$ cat src/rtl/latch_sipo_capture_pkg.sv
// ============================================================================
// Module   : latch_capture_pkg
// Purpose  : Shared types and helpers for the latch SIPO capture block.
// Revision : 1.0
// ============================================================================
`default_nettype none

package latch_capture_pkg;

  typedef enum logic [0:0] {
    BUF_EMPTY = 1'b0,
    BUF_FULL  = 1'b1
  } buf_state_t;

  // Width of a counter that indexes bit positions inside a word.
  function automatic int cnt_w(input int width);
    return $clog2(width);
  endfunction

endpackage

`default_nettype wire

$ cat src/rtl/latch_sipo_capture_if.sv
// ============================================================================
// Module   : latch_sipo_capture_if
// Purpose  : Valid/ready word interface from the capture block to its consumer.
// Revision : 1.0
// ============================================================================
`default_nettype none

interface latch_sipo_capture_if #(
  parameter int WIDTH = 8
) ();

  logic [WIDTH-1:0] Data_out;
  logic             Valid;
  logic             Ready;

  modport master (output Data_out, output Valid, input Ready);
  modport slave  (input Data_out, input Valid, output Ready);

endinterface

`default_nettype wire

$ cat src/rtl/latch_sipo_capture_bit_synchronizer.sv
// ============================================================================
// Module   : bit_synchronizer
// Purpose  : Multi-flop synchroniser for a single asynchronous bit.
// Revision : 1.0
// ============================================================================
`default_nettype none

module bit_synchronizer #(
  parameter int SYNC_STAGES = 2
) (
  input  wire logic Clock,
  input  wire logic Reset_n,
  input  wire logic d_in,
  output logic      d_sync
);

  logic [SYNC_STAGES-1:0] sync_q;

  always_ff @(posedge Clock or negedge Reset_n) begin
    if (!Reset_n) begin
      sync_q <= '0;
    end else begin
      sync_q <= {sync_q[SYNC_STAGES-2:0], d_in};
    end
  end

  assign d_sync = sync_q[SYNC_STAGES-1];

endmodule

`default_nettype wire

$ cat src/rtl/latch_sipo_capture.sv
// ============================================================================
// Module   : latch_sipo_capture
// Purpose  : Synchronise a latch output, assemble WIDTH-bit words, and hand
//            them off through a one-word valid/ready buffer with overrun flag.
// Revision : 1.0
// ============================================================================
`default_nettype none

module latch_sipo_capture
  import latch_capture_pkg::*;
#(
  parameter int WIDTH       = 8,
  parameter int SYNC_STAGES = 2,
  parameter bit MSB_FIRST   = 1'b1
) (
  input  wire logic                      Clock,
  input  wire logic                      Reset_n,
  input  wire logic                      input1,
  input  wire logic                      Enable,
  input  wire logic                      Clear_ovr,
  latch_sipo_capture_if.master           out_if,
  output logic                           Overrun,
  output logic [cnt_w(WIDTH)-1:0]        Bit_count
);

  localparam int CW = cnt_w(WIDTH);
  localparam logic [CW-1:0] LAST_BIT = CW'(WIDTH - 1);

  logic             sbit;
  // Only WIDTH-1 earlier bits need storing; the final bit joins straight
  // from sbit on the completing edge.
  logic [WIDTH-2:0] shreg;
  logic [WIDTH-1:0] next_word;
  logic [WIDTH-1:0] data_q;
  logic [CW-1:0]    count_q;
  logic             complete;
  logic             load;
  logic             ovr_set;
  logic             ovr_q;
  buf_state_t       state_q;
  buf_state_t       state_d;

  bit_synchronizer #(
    .SYNC_STAGES (SYNC_STAGES)
  ) u_sync (
    .Clock   (Clock),
    .Reset_n (Reset_n),
    .d_in    (input1),
    .d_sync  (sbit)
  );

  generate
    if (MSB_FIRST) begin : g_msb_first
      assign next_word = {shreg, sbit};
    end else begin : g_lsb_first
      assign next_word = {sbit, shreg};
    end
  endgenerate

  assign complete = Enable && (count_q == LAST_BIT);

  always_ff @(posedge Clock or negedge Reset_n) begin
    if (!Reset_n) begin
      shreg   <= '0;
      count_q <= '0;
    end else if (Enable) begin
      shreg   <= MSB_FIRST ? next_word[WIDTH-2:0] : next_word[WIDTH-1:1];
      count_q <= complete ? '0 : count_q + CW'(1);
    end
  end

  always_ff @(posedge Clock or negedge Reset_n) begin
    if (!Reset_n) begin
      state_q <= BUF_EMPTY;
    end else begin
      state_q <= state_d;
    end
  end

  always_comb begin
    state_d = state_q;
    load    = 1'b0;
    ovr_set = 1'b0;
    case (state_q)
      BUF_EMPTY: begin
        if (complete) begin
          load    = 1'b1;
          state_d = BUF_FULL;
        end
      end
      BUF_FULL: begin
        if (complete) begin
          // Accept and refill on the same edge keeps Valid high with no gap.
          if (out_if.Ready) begin
            load = 1'b1;
          end else begin
            ovr_set = 1'b1;
          end
        end else if (out_if.Ready) begin
          state_d = BUF_EMPTY;
        end
      end
      default: state_d = BUF_EMPTY;
    endcase
  end

  always_ff @(posedge Clock or negedge Reset_n) begin
    if (!Reset_n) begin
      data_q <= '0;
      ovr_q  <= 1'b0;
    end else begin
      if (load) begin
        data_q <= next_word;
      end
      if (ovr_set) begin
        ovr_q <= 1'b1;
      end else if (Clear_ovr) begin
        ovr_q <= 1'b0;
      end
    end
  end

  assign out_if.Data_out = data_q;
  assign out_if.Valid    = (state_q == BUF_FULL);
  assign Overrun         = ovr_q;
  assign Bit_count       = count_q;

endmodule

`default_nettype wire

$ cat src/flat_wrapper.sv
// flat-port wrapper written by rule: the top's interface ports become plain ports
module latch_sipo_capture_flat import latch_capture_pkg::*;
#(
  parameter int WIDTH       = 8,
  parameter int SYNC_STAGES = 2,
  parameter bit MSB_FIRST   = 1'b1
)
  (Clock, Reset_n, input1, Enable, Clear_ovr, Overrun, Bit_count, out_if_Data_out, out_if_Valid, out_if_Ready);
  latch_sipo_capture_if #(.WIDTH(WIDTH)) out_if_i ();
  input  wire logic Clock;
  input  wire logic Reset_n;
  input  wire logic input1;
  input  wire logic Enable;
  input  wire logic Clear_ovr;
  output logic Overrun;
  output logic [cnt_w(WIDTH)-1:0] Bit_count;
  output wire logic [$bits(out_if_i.Data_out)-1:0] out_if_Data_out;
  output wire logic [$bits(out_if_i.Valid)-1:0] out_if_Valid;
  input wire logic [$bits(out_if_i.Ready)-1:0] out_if_Ready;
  assign out_if_Data_out = out_if_i.Data_out;
  assign out_if_Valid = out_if_i.Valid;
  assign out_if_i.Ready = out_if_Ready;
  latch_sipo_capture #(.WIDTH(WIDTH), .SYNC_STAGES(SYNC_STAGES), .MSB_FIRST(MSB_FIRST)) u_core (.Clock(Clock), .Reset_n(Reset_n), .input1(input1), .Enable(Enable), .Clear_ovr(Clear_ovr), .out_if(out_if_i), .Overrun(Overrun), .Bit_count(Bit_count));
endmodule
$ cat config.mk
export PLATFORM = sky130hd
export DESIGN_NAME = latch_sipo_capture_flat
export DESIGN_NICKNAME = d
export VERILOG_FILES = /design/src/rtl/latch_sipo_capture_pkg.sv /design/src/rtl/latch_sipo_capture_if.sv /design/src/rtl/latch_sipo_capture_bit_synchronizer.sv /design/src/rtl/latch_sipo_capture.sv /design/src/flat_wrapper.sv
export SDC_FILE = /design/constraint.sdc
export NUM_CORES = 1
export LEC_CHECK = 0
export CAP_MARGIN = 10
export CORE_MARGIN = 2
export CORE_UTILIZATION = 51
export DETAILED_ROUTE_END_ITERATION = 6
export GPL_TIMING_DRIVEN = 1
export PLACE_DENSITY = 0.8
export SKIP_CTS_REPAIR_TIMING = 1
export SLEW_MARGIN = 20
export SYNTH_ARGS = -nofsm -noshare
export SYNTH_HDL_FRONTEND = slang
export SYNTH_SLANG_ARGS = --single-unit
export TNS_END_PERCENT = 20
$ cat constraint.sdc
create_clock -name Clock -period 2.6 [get_ports Clock]
set_input_delay 0.26 -clock Clock [delete_from_list [all_inputs] [get_ports Clock]]
set_output_delay 0.26 -clock Clock [all_outputs]
set_load 0.02 [all_outputs]
* Yosys cells after proc, flatten, opt, wreduce, memory -nomap -nowiden
Cells that the tools add are included.
** Storage, ports and cells
- Output and inout bits :: 13
- Input bits :: 6
- Word-level logic and storage cells :: 23
- Flip-flop bits (word level) :: 22
** Cells by class
- Reductions and logical operators :: 2
- Eq/ne operators :: 1
- Add/subtract/negate cells :: 1
- Mux-type cells :: 12
- Bitwise operators :: 1
** Operator list (count)
- 1-bit two-way mux :: 9
- 1-bit one-hot mux with 2 select lines :: 2
- 3-bit by 1-bit adder with 3-bit output, second input constant :: 1
- 3-bit equality test, second input constant :: 1
- 3-bit two-way mux :: 1
- 2-bit nonzero test :: 1
- 1-bit logical AND :: 1
- 1-bit NOT :: 1

* Longest topological paths before layout
- Word-level depth :: 5
- Depth in mapped cells :: 6
- Mapped depth without buffers :: 5

* Cells and area by module
A second synthesis with hierarchy kept.
** Unflattened totals
- Cell total of the unflattened synthesis :: 53
- Area total of the unflattened synthesis :: 880.8 um^2
** By module, submodules not included
- latch_sipo_capture :: sequential area each 500.5 um^2, cells each 51, times used 1, area an instance 830.8 um^2
- bit_synchronizer :: sequential area each 50.0 um^2, cells each 2, times used 1, area an instance 50.0 um^2

* Least setup slack after synthesis
No wires, ideal clock.
- Kind :: register to register
- From :: register u_core.count_q[0] (netlist: u_core.Bit_count[0])
- To :: register u_core.data_q[0] (netlist: u_core.out_if.Data_out[0])
- Data required time :: 2475 ps
- Stages on the path, launching flop included :: 7
- Library setup time :: 125 ps
- Slack :: 999 ps
- Clock period less this slack :: 1601 ps
- Path buffers :: 1
- Data arrival time :: 1476 ps
- Path through :: dfrtp_1 -> ha_1 -> ha_1 -> nand2_2 -> nor2b_4 -> buf_6 -> mux2_4
** On the way
- Cells in the longest elaborated chain, start to end :: 4
- Elaborated cells on any way between the ends :: 5
- Those cells by class :: eq/ne (1); mux (3); reduce/logical (1)
** RTL lines
- from (decl) :: RTL line latch_sipo_capture.sv:35 : logic [CW-1:0] count_q;
- from (signal assigned) :: RTL line latch_sipo_capture.sv:68 : count_q <= complete ? '0 : count_q + CW'(1);
- 3-bit equality test * :: RTL line latch_sipo_capture.sv:60 : assign complete = Enable && (count_q == LAST_BIT);
- 1-bit logical AND * :: RTL line latch_sipo_capture.sv:60
- 1-bit two-way mux, on equally long branches :: RTL line latch_sipo_capture.sv:92, latch_sipo_capture.sv:86
- 1-bit one-hot mux with 2 select lines * :: RTL line latch_sipo_capture.sv:84 : case (state_q)
- to (signal assigned) :: RTL line latch_sipo_capture.sv:113 : data_q <= next_word;
- to (decl) :: RTL line latch_sipo_capture.sv:34 : logic [WIDTH-1:0] data_q;
Every way passes the cells marked *; elsewhere a longest branch is shown, timed or not.
A chain may end at the register's enable or synchronous reset.

* Worst setup path in the final report
- From :: register u_core.count_q[0] (netlist: u_core.Bit_count[0])
- To :: register u_core.data_q[5] (netlist: u_core.out_if.Data_out[5])
Same word-level chain as after synthesis.

==> impl_metrics.toml <==
[run_status]
outcome = "completed"

[power]
p_leak_uw = 0.0005112
powerDensity_nw_per_um2 = 1026
ir_drop_uv = 596.8

[critical_path]
cp_cell_sequence = "ha_1, ha_1, nand2_2, nor2b_4, mux2_4"
slowest_delay_ns = 0.39
cp-start-kind = "register"
cp_max_fo = 8
arrival_ns = 1.82
crit_top_cell = "ha_1"
slowest_stage = "dfrtp_1"
path_class = "reg2reg"
endpoint_kind = "register"
critical_path_required_ns = 2.79

[timing]
tns_ns = 0
rsz0062_at_grt = "no"
final-hold-violation-count = 0
slew_viol_final = 0
layout_min_cycle_time_ns = 1.630
timing.hold.ws_ns = 0.3026
max_freq_mhz = 613.3
max_slew_margin = 0.7851
setup_viol = 0
skew_ns = 0.003802
fin_crit_sh = 0.6271
tightest_slew_ns = 0.3217

[synthesis]
synth_fp_nets = 63
synth-warning-count = 0
avgSynthCellArea_um2 = 16.04
synthDistinctLibCells = 14
synth.area.top_cells = "dfrtp_1, mux2_4, mux2_2"
netlist_instances = 55
syn-cell-area_um2 = 882.1
synth_top_area_share = 0.6241
synth_seq_area_share = 0.6241
synth_seq_cells = 22
yosysTopAreaCell = "dfrtp_1"

[min_path]
hold_class = "in2async"

[routing]
drc_errors = 0
detail_route.first_pass.iterations = 4
vias = 461
routed_wl_mm = 1.253
drt_iter0_markers = 2
wl_per_cell_um = 13.47
antenna_left = 0
avgViaCountPerCell = 4.957

[clocking]
clk_pin_slew_worst_paths_ns = 0.11
h-tree-depth = 1
cts.sinks = 22
clock_path_buffers = 2
clockRootBuffer = "clkbuf_4"
clk_latency_ns = 0.29
cts_tree = "built"
cts_buffers = 3

[floorplan]
die_x_um = 45.59
initial_core_util = 0.5281
die_area_um2 = 2078
io-pin-count = 19
dieHeight_um = 45.59
core_um2 = 1670
core.rowCount = 15

[grt]
grt_util_met1 = 0.2261
use_met2 = 0.1859
first_global_vias = 452
grt_pass1_wl_mm = 2.035
antenna_found_initial = 0
busiest_layer = "met1"
grt-ovfl-total = 0
gr-usage-met3 = 0.02381
grt_max_degree = 23
track_usage = 0.1397

[final_layout]
final_nets = 86
antenna_cells = 0
drive_gt1_frac = 0.3026
area_growth_pct = 25.25

[placed_design]
place_hpwl_um = 920
gp_congestion = 0.7265
port_buffers = 18

[job]
cap_viol_max_count = 0
[kinds of logic (layout without fill, tap and decap cells)]
group,Yosys count,in the layout,synth area share
buf+inv,5,26,0.03120
fa+ha+maj,2,2,0.02836
compound gates,3,3,0.02128
simple gates,7,7,0.05816
flops,22,22,0.6241
mux,16,16,0.2369
[metrics by stage]
| step | area [um^2] | worst slack, ns | total power (uW) | utilization | std cells |
|---|---|---|---|---|---|
| after floorplan | 882.1 | 0.9987 | 790.8 | - | 55 |
| after global placement | 1082 | 0.8200 | 991.3 | 0.6479 | 90 |
| after detailed placement | 1082 | 0.8087 | 1004 | 0.6479 | 90 |
| after CTS | 1105 | 0.9367 | 1150 | 0.6614 | 93 |
| after global routing | 1105 | 0.8390 | 1197 | 0.6614 | 93 |
| final | 1105 | 0.9695 | 1134 | 0.6614 | 93 |
[power breakdown]
| group | total, uW | switching [uW] | internal, uW |
|---|---|---|---|
| clock network | 142 | 88.5 | 53.9 |
| registers | 524 | 73.4 | 451 |
| logic | 467 | 194 | 273 |
[critical path: cells and delay by family, from the launching register on]
family                     cells  cell delay (ns)
and+or+nand+nor                2             0.42
DFF                            1             0.39
adders and majority gates      2             0.39
muxes                          1             0.33
[state kept, by name, summed over array words and instances, names as in the netlist]
name and count:
u_core.out_if.Data_out 8, u_core.shreg 7, u_core.Bit_count 3, u_core.u_sync.sync_q 2, u_core.Overrun 1, u_core.out_if.Valid 1
[Yosys cell counts (all sizes together)]
library cell and number:
nor2b 1, inv 3, o22ai 3, nand2b 2, nand2 4, mux2i 1, dfrtp 22, mux2 15
ha 2, buf 2
[final cells by class]
class | instances | area [um^2]
fillers | 132 | 565.5
clock buffers | 3 | 22.52
multi-input cells | 28 | 304.0
well taps | 17 | 21.27
inverters | 3 | 11.26
repair buffers | 20 | 195.2
flip-flops and latches | 22 | 550.5
[cell usage in the layout (no fill, tap or decap)]
master           count
ha_1                 2
o22ai_1              3
inv_1                3
nand2b_1             1
clkbuf_4             3
nand2_2              1
nand2_1              3
clkdlybuf4s50_1     18
buf_4                2
mux2_4               8
dfrtp_1             22
nor2b_4              1
mux2i_1              1
nand2b_4             1
mux2_2               7
[layer usage]
metal,routed length [um],vias to the layer above
li1,-,231
met1,649,219
met2,569,11
met3,33,0
met4,0,0
met5,0,-
[worst paths after layout]
check                                         from                         to  slack, ns  depth (start not counted)
setup / recovery               u_core.Bit_count[0]  u_core.out_if.Data_out[5]       0.97                          5
hold / removal                             Reset_n             u_core.Overrun       0.30                          2
setup reg to reg               u_core.Bit_count[0]  u_core.out_if.Data_out[5]       0.97                          5
hold reg to reg            u_core.u_sync.sync_q[0]    u_core.u_sync.sync_q[1]       0.37                          0
max in group asynchronous                  Reset_n        u_core.Bit_count[1]       2.09                          2
min in group Clock         u_core.u_sync.sync_q[0]    u_core.u_sync.sync_q[1]       0.37                          0
No activity file was read; power rests on OpenSTA's default activity.
